[src/rtl/clk_div_pkg.sv]
// Shared types and helpers for the runtime-programmable integer clock divider.
package clk_div_pkg;

   typedef enum logic [1:0] {
      IDLE = 2'd0,
      RUN  = 2'd1,
      PEND = 2'd2,
      STOP = 2'd3
   } state_t;

   localparam int unsigned MIN_DIV = 2;

   // Length of the high phase in source cycles: ceil(n/2).
   function automatic int unsigned high_len(input int unsigned n);
      return (n + 1) / 2;
   endfunction

endpackage

[src/rtl/clk_div_duty.sv]
// 50%-duty output stage: posedge phase flop, negedge copy, odd/even combine.
// All negedge-clocked logic of the divider lives here.
module clk_div_duty
   import clk_div_pkg::*;
#(
   parameter int CNT_W = 4
) (
   input  logic             clk,
   input  logic             restn,
   input  logic [CNT_W-1:0] cnt_i,
   input  logic [CNT_W-1:0] div_i,
   input  logic             run_i,
   output logic             clk_div_o
);

   // cnt_i/div_i/run_i are next-cycle values, so p_q lines up with the counter register.
   logic [CNT_W-1:0] high_w;
   logic             p_d;
   logic             p_q;
   logic             n_q;
   logic             odd_q;

   assign high_w = CNT_W'(high_len(32'(div_i)));
   assign p_d    = run_i & (cnt_i < high_w);

   always_ff @(posedge clk or negedge restn) begin
      if (!restn) begin
         p_q   <= 1'b0;
         odd_q <= 1'b0;
      end else begin
         p_q   <= p_d;
         odd_q <= div_i[0];
      end
   end

   always_ff @(negedge clk or negedge restn) begin
      if (!restn) begin
         n_q <= 1'b0;
      end else begin
         n_q <= p_q;
      end
   end

   // Odd ratios trim the leading half cycle so the high time is N/2 source cycles.
   assign clk_div_o = odd_q ? (p_q & n_q) : p_q;

endmodule

[src/rtl/clk_div_ctrl.sv]
// Runtime-programmable integer clock divider; ratio changes land only on period boundaries.
//   state | meaning
//   IDLE  | stopped, cnt held 0, clk_div low
//   RUN   | counting at div_q, accepts new ratios
//   PEND  | counting, new ratio waits for the period boundary
//   STOP  | counting, last period before IDLE
module clk_div_ctrl
   import clk_div_pkg::*;
#(
   parameter int CNT_W   = 4,
   parameter int DEF_DIV = 5
) (
   input  logic             clk,
   input  logic             restn,
   input  logic             en,
   input  logic             cfg_valid,
   input  logic [CNT_W-1:0] cfg_div,
   output logic             cfg_ready,
   output logic             cfg_err,
   output logic             clk_div,
   output logic             period_tick,
   output logic             busy,
   output logic [CNT_W-1:0] cur_div
);

   localparam logic [CNT_W-1:0] ONE  = CNT_W'(1);
   localparam logic [CNT_W-1:0] DEF  = CNT_W'(DEF_DIV);
   localparam logic [CNT_W-1:0] MINV = CNT_W'(MIN_DIV);

   state_t           state_q, state_d;
   logic [CNT_W-1:0] cnt_q, cnt_d;
   logic [CNT_W-1:0] div_q, div_d;
   logic [CNT_W-1:0] pend_q, pend_d;
   logic             err_q, err_d;
   logic             running;
   logic             boundary;
   logic             accept;
   logic             legal;

   assign running   = (state_q != IDLE);
   assign boundary  = running && (cnt_q == div_q - ONE);
   assign cfg_ready = (state_q == IDLE) || (state_q == RUN);
   assign accept    = cfg_valid && cfg_ready;
   assign legal     = (cfg_div >= MINV);

   always_comb begin
      state_d = state_q;
      cnt_d   = cnt_q;
      div_d   = div_q;
      pend_d  = pend_q;
      err_d   = accept && !legal;
      if (running) begin
         cnt_d = boundary ? '0 : cnt_q + ONE;
      end
      case (state_q)
         IDLE: begin
            cnt_d = '0;
            if (accept && legal) begin
               div_d = cfg_div;
            end
            if (en) begin
               state_d = RUN;
            end
         end
         RUN: begin
            // A queued ratio takes priority; en is re-examined at the boundary it lands on.
            if (accept && legal) begin
               pend_d  = cfg_div;
               state_d = PEND;
            end else if (!en) begin
               state_d = boundary ? IDLE : STOP;
            end
         end
         PEND: begin
            if (boundary) begin
               div_d   = pend_q;
               state_d = en ? RUN : IDLE;
            end
         end
         STOP: begin
            if (en) begin
               state_d = RUN;
            end else if (boundary) begin
               state_d = IDLE;
            end
         end
         default: state_d = IDLE;
      endcase
   end

   always_ff @(posedge clk or negedge restn) begin
      if (!restn) begin
         state_q <= IDLE;
         cnt_q   <= '0;
         div_q   <= DEF;
         pend_q  <= DEF;
         err_q   <= 1'b0;
      end else begin
         state_q <= state_d;
         cnt_q   <= cnt_d;
         div_q   <= div_d;
         pend_q  <= pend_d;
         err_q   <= err_d;
      end
   end

   clk_div_duty #(
      .CNT_W (CNT_W)
   ) u_duty (
      .clk       (clk),
      .restn     (restn),
      .cnt_i     (cnt_d),
      .div_i     (div_d),
      .run_i     (state_d != IDLE),
      .clk_div_o (clk_div)
   );

   assign period_tick = boundary;
   assign busy        = running;
   assign cur_div     = div_q;
   assign cfg_err     = err_q;

endmodule

[config.mk]
export PLATFORM = sky130hd
export DESIGN_NAME = clk_div_ctrl
export DESIGN_NICKNAME = d
export VERILOG_FILES = /design/src/rtl/clk_div_pkg.sv /design/src/rtl/clk_div_duty.sv /design/src/rtl/clk_div_ctrl.sv
export SDC_FILE = /design/constraint.sdc
export NUM_CORES = 1
export LEC_CHECK = 0
export ABC_AREA = 1
export ABC_CLOCK_PERIOD_IN_PS = 2800
export BUFFER_PORTS_ARGS = -buffer_cell sky130_fd_sc_hd__buf_4
export CAP_MARGIN = 20
export CORE_UTILIZATION = 51
export DETAILED_ROUTE_END_ITERATION = 6
export GPL_ROUTABILITY_DRIVEN = 0
export MAX_ROUTING_LAYER = met4
export PLACE_DENSITY = 0.74
export SLEW_MARGIN = 20
export SYNTH_ARGS = -nofsm -noshare
export SYNTH_HDL_FRONTEND = slang
export SYNTH_SLANG_ARGS = --single-unit
export TNS_END_PERCENT = 10
[constraint.sdc]
create_clock -name clk -period 2.8 [get_ports clk]
set_clock_uncertainty 0.05 [all_clocks]
set_input_delay 0.84 -clock clk [delete_from_list [all_inputs] [get_ports clk]]
set_output_delay 0.84 -clock clk [all_outputs]
set_load 0.1 [all_outputs]
Yosys cells after proc, flatten, opt, wreduce, memory -nomap -nowiden. Cells that the tools add are included.

Bits in registers: 18. Bits of input ports: 8. Output and inout port bits: 9.

$add $sub $neg: 3. Magnitude comparators: 2. Equal/unequal tests: 4. Multiplexer cells: 16. Bitwise logic cells: 2. Reduce and logical (&&, ||, !) cells: 10.

Operators with widths (number): two-way mux 4 bit (5); two-way mux 2 bit (7); case mux 2 bit (4 select lines) (1); case mux 4 bit (2 select lines) (1); adder 4 x 1 -> 5 bit (second input constant) (1); adder 4 x 1 -> 4 bit (second input constant) (1); == test 2 bit (second input constant) (2); == test 4 bit (1); >= comparator 4 x 2 -> 1 bit (second input constant) (1); logical AND 1 bit (4); less-than comparator 4 bit (1); nonzero test 2 bit (2); subtractor 4 x 1 -> 4 bit (second input constant) (1); AND 1 bit (2); == test 2 x 1 -> 1 bit (second input constant) (1); zero test 2 bit (1); two-way mux 1 bit (2); AND reduction 2 bit (1); zero test 1 bit (1); logical OR 1 bit (1).

Logic depth before layout (Yosys ltp). Gate-level depths: netlist of run 1.

Depth after elaboration: 9. Mapped depth: 19. Mapped depth without buffers: 19.

Cells and area by module. From an unflattened synthesis of run 1, not the netlist that was laid out.

Cells, all modules: 146. Area total of the unflattened synthesis: 1139.8 um2.

By module, submodules not included: clk_div_ctrl (times used 1, cells each 123, area each 928.4 um2, seq. area each 380.4 um2); clk_div_duty (times used 1, cells each 23, area each 211.5 um2, seq. area each 75.1 um2).

==> results of run 1 <==
==> metal layers <==
layer,GRT usage [%],vias up,wire length (µm)
met1,29.4,541,1270
met2,44.1,18,1470
met3,4.02,5,70
met5,-,-,0
li1,-,604,-
met4,9.65,0,37
==> area by class of cell <==
cell class	count	area share, %
Multi-Input combinational cell	125	47.6
Timing Repair Buffer	22	11.8
Clock buffer	4	2.26
Tap cell	30	2.34
Sequential cell	18	28.4
Inverter	32	7.48
==> synth_stat cells (4+ instances only) <==
master / instances / area share (%)
dfrtp_1: 13 / 24
dfstp_2: 4 / 7.9
ha_1: 6 / 5.6
inv_1: 28 / 7.9
inv_2: 4 / 1.1
nand2_1: 44 / 12
nand2_2: 7 / 3.3
nand3_1: 12 / 4.5
nor2_1: 15 / 4.2
nor2_4: 5 / 4.2
o21ai_0: 7 / 2.6
==> metrics by stage <==
stage / TNS, ns / worst slack (ns) / instance area (µm²)
floorplan: -1.26 / -0.480 / 1340
global placement: -0.334 / -0.334 / 1540
detailed placement: -0.369 / -0.347 / 1540
CTS: -0.726 / -0.578 / 1610
global route: -1.07 / -0.613 / 1610
finish: -0.703 / -0.566 / 1610
==> repair_timing <==
action                                  in CTS  in global routing
endpoints found under the setup margin       3                  3
gates resized for setup                      7                  0
pin swaps                                    1                  0
hold buffers                                 0                  0
==> registers in the layout, summed over array words and instances, names as in the netlist <==
| name | flops |
|---|---|
| cfg_err | 1 |
| cnt_q | 4 |
| u_duty.odd_q | 1 |
| u_duty.p_q | 1 |
| pend_q | 4 |
| cur_div | 4 |
| u_duty.n_q | 1 |
| state_q | 2 |
==> kinds of logic after synthesis <==
logic type / count (synthesis)
and+or+nand+nor: 96
buffers and inverters: 33
AOI/OAI and AO/OA: 18
DFF: 18
adders and majority gates: 6
xor gates and xnor gates: 5
==> path summary, 6_finish.rpt <==
path | start | end | slack, ns | cells past startpoint
max in group asynchronous | restn | u_duty.n_q | 1.03 | 1
min in group clk | pend_q[1] | pend_q[1] | 0.45 | 2
hold / removal | restn | pend_q[3] | 0.44 | 2
hold reg to reg | pend_q[1] | pend_q[1] | 0.45 | 2
setup / recovery | u_duty.n_q | clk_div | -0.57 | 3
setup reg to reg | cur_div[0] | u_duty.p_q | 0.02 | 18
==> metrics.csv, run 1 <==
metric,value,unit
average wire per standard cell,12.4,µm
DP Cell Count,227,
core area,2480,µm²
Max stage delay on crit path,0.41,ns
post-synthesis adder-cell area fraction,5.64,%
max-cap violations,0,
total number of vias,1168,
largest net degree at the start of global routing,18,
register area share after synthesis,34.2,%
clk_lat worst skew,0.30,ns
Root Driver,clkbuf_4,
CTS tree,done,
nets,216,
Ys Warns,0,
fraction of registers with async set/reset,100,%
gr ovfl total,0,
Chip Height,53.1,µm
vias in the first global route,1160,
initial core utilization,53.7,%
Die Span X,53.1,µm
TritonCTS buffer count,3,
antenna cells,0,
Vias/cell,5.06,
"commonest non-fill, non-tap cell in the layout",nand2_1,
crit-path leading delay family,flip-flops,
simple-gate portion of the synthesized area,37.6,%
slowest CP cell,dfrtn_1,
CTS Sinks,18,
Syn Inst Count,176,
area of the multi-input gates,764,µm²
Post-synth EDFFs,0,
drt pass-1 iters,4,
crit-path max FO,1,
"Clk pin slew, worst setup/hold paths",0.11,ns
DRT iter0 DRCs,24,
num rows,18,
drt total wl,2.85,mm
CP Cell Sequence,inv_2 -> a21boi_4 -> buf_12,
setup bufs post-CTS,0,
most frequent cells in the layout,"nand2_1, inv_1, buf_4",
Seq. cell area,457,µm²
Final Core Density,64.8,%
worst hold path type,input pin to async pin,
Crit Path Category,register to output port,
Final setup viols,2,
Netlist Area Pre-Place,1330,µm²
CP Capture Type,output port,
drt drc,0,
first-pass GRT wire length,4.94,mm
syn_nets,190,
Slew HR,76.3,%
I/O Buffers,16,
synthesis-to-finish area growth,20.6,%
"flops & latches, synth",18,
proportion of layout cells with a drive suffix above 1,30.3,%
WP buf/inv,2,
"non-filler cells, final",231,
final hold slack,0.442,ns
Main synth FF type,dfrtp_1,
syn avg cell area,7.56,µm²
initial antenna violation count,0,
arrival time worst endpoint,2.48,ns
xor and xnor fraction of the mapped netlist area,3.29,%
Slew @ Worst Pin,0.355,ns
status,"complete, but fails checks",
final max-slew violation count,0,
Critical Path Source Type,register,
Critical Path RT,1.91,ns
dpl hpwl,2.34,mm
RSZ-0062 raised after global routing,yes,
largest family of logic cells by synthesized area,simple AND/OR/NAND/NOR gates,
clk buf depth,2,
unique cell type count in the Yosys netlist,29,
mux cell area share after synthesis,0,%
Compound-Gate Fraction of Synth Area,9.87,%
Fillers,226,
failing checks,negative setup slack,
I/O pin count,17,
"Hold Vio Cnt, Final",0,
setup ws final,-0.566,ns
H-tree depth,1,
GRT Total Usage,25.4,%
die footprint,2820,µm²
Final ANT Viol Nets,0,
Power of run 1 is left out: the tool's default activity adds up to more than one toggle a clock period on the data nets, which glitch-free logic cannot reach.
==> run 2: changes to the inputs <==
Settings changed: CORE_UTILIZATION 51 to 54, CTS_BUF_LIST set to sky130_fd_sc_hd__clkbuf_4 sky130_fd_sc_hd__clkbuf_8, PLACE_DENSITY 0.74 to 0.78.
==> run 2 against run 1 <==
Compared with the run above: via count up 1.5%; the flow still finishes with violations (negative setup slack); first-iteration DRC count up 29%; cell count down 0.43%; critical path depth unchanged.
==> metrics.csv, run 2 (synthesis results as in run 1) <==
metric,value,unit,change
Vias/cell,5.16,,was 5.06
setup ws final,-0.563,ns,was -0.566 ns
status,"complete, but fails checks",,unchanged
GRT Total Usage,27.0,%,was 25.4%
arrival time worst endpoint,2.47,ns,was 2.48 ns
num rows,17,,was 18
Critical Path Source Type,register,,unchanged
first-pass GRT wire length,5.15,mm,was 4.94 mm
antenna cells,0,,unchanged
Max stage delay on crit path,0.41,ns,about the same
CTS Sinks,18,,unchanged
H-tree depth,1,,unchanged
failing checks,negative setup slack,,unchanged
drt pass-1 iters,4,,unchanged
largest net degree at the start of global routing,18,,unchanged
CTS tree,done,,unchanged
Critical Path RT,1.91,ns,about the same
Root Driver,clkbuf_4,,unchanged
total number of vias,1186,,was 1168
Final setup viols,2,,unchanged
Die Span X,51.7,µm,was 53.1 µm
gr ovfl total,0,,unchanged
crit-path leading delay family,flip-flops,,unchanged
initial core utilization,58.5,%,was 53.7%
CP Capture Type,output port,,unchanged
M3 GR Usage,2.05,%,was 4.02%
vias in the first global route,1189,,was 1160
die footprint,2670,µm²,was 2820 µm²
grt met1 use,31.5,%,was 29.4%
synthesis-to-finish area growth,22.3,%,was 20.6%
clk_lat worst skew,0.31,ns,was 0.30 ns
initial antenna violation count,0,,unchanged
Final ANT Viol Nets,0,,unchanged
nets,217,,was 216
final max-slew violation count,0,,unchanged
worst hold path type,input pin to async pin,,unchanged
Slew HR,76.1,%,was 76.3%
Crit Path Category,register to output port,,unchanged
average wire per standard cell,12.6,µm,was 12.4 µm
CP Cell Sequence,inv_2 -> a21boi_4 -> buf_12,,unchanged
I/O Buffers,16,,unchanged
Hold Buf Count CTS,0,,unchanged
drt total wl,2.91,mm,was 2.85 mm
drt drc,0,,unchanged
max-cap violations,0,,unchanged
core area,2280,µm²,was 2480 µm²
Slew @ Worst Pin,0.359,ns,was 0.355 ns
GR Layer Usage met2,47.6,%,was 44.1%
dpl hpwl,2.30,mm,was 2.34 mm
setup bufs post-CTS,0,,unchanged
RSZ-0062 raised after global routing,yes,,unchanged
"non-filler cells, final",230,,was 231
most frequent cells in the layout,"nand2_1, inv_1, buf_4",,unchanged
Chip Height,51.7,µm,was 53.1 µm
crit-path max FO,1,,unchanged
DP Cell Count,226,,was 227
WP buf/inv,2,,unchanged
slowest CP cell,dfrtn_1,,unchanged
I/O pin count,17,,unchanged
clk buf depth,2,,unchanged
"Hold Vio Cnt, Final",0,,unchanged
busiest layer in global routing,met2,,unchanged
proportion of layout cells with a drive suffix above 1,31.2,%,was 30.3%
DRT iter0 DRCs,31,,was 24
"commonest non-fill, non-tap cell in the layout",nand2_1,,unchanged
TritonCTS buffer count,3,,unchanged
"Clk pin slew, worst setup/hold paths",0.11,ns,about the same
==> run 2: cell types whose count changed in the layout (fill, tap and decap cells not counted) <==
cell,delta
ha_4,+1
buf_4,+1
nor2_4,+1
ha_1,-1
nor2_2,-1
==> run 2: cell type report <==
cell class / count / area (µm²)
inverters: 32 / 120
fillers: 191 / 648
well taps: 28 / 35.0
clock buffers: 4 / 36.3
multi-input cells: 125 / 782
flip-flops and latches: 18 / 457
repair buffers: 23 / 198
==> run 2: worst paths after layout <==
| check | end | slack (ns) | cells after the start | start |
|---|---|---|---|---|
| max | clk_div | -0.56 | 3 | u_duty.n_q |
| min | cfg_err | 0.43 | 2 | restn |
| max reg2reg | u_duty.p_q | 0.11 | 18 | cur_div[0] |
| min reg2reg | pend_q[0] | 0.46 | 2 | pend_q[0] |
| max in group asynchronous | u_duty.n_q | 1.03 | 1 | restn |
| min in group clk | pend_q[0] | 0.46 | 2 | pend_q[0] |
==> run 2: timing repair <==
action / in CTS / in global routing
gates resized for setup: 9 / 0
pin swaps: 1 / 0
setup endpoints to repair: 3 / 3
==> run 2: layer usage <==
metal | part of all wire [%] | vias to the layer above | wire length (µm)
li1 | - | 605 | -
met1 | 45 | 550 | 1300
met2 | 50 | 24 | 1440
met3 | 3.4 | 7 | 99
met4 | 2.0 | 0 | 59
met5 | 0 | - | 0
==> run 2: per-stage QoR <==
stage               instance area, µm²  setup WS (ns)  hold slack [ns]  setup TNS, ns  utilization, %
finish                            1630         -0.563            0.434         -0.569            71.5
detailed placement                1550         -0.334            0.432         -0.374            67.9
global route                      1630         -0.586            0.457         -0.794            71.5
floorplan                         1340         -0.480            0.403          -1.26               -
global placement                  1550         -0.332            0.427         -0.332            67.9
CTS                               1630         -0.569            0.440         -0.579            71.5
Power of run 2 is left out for the same reason.
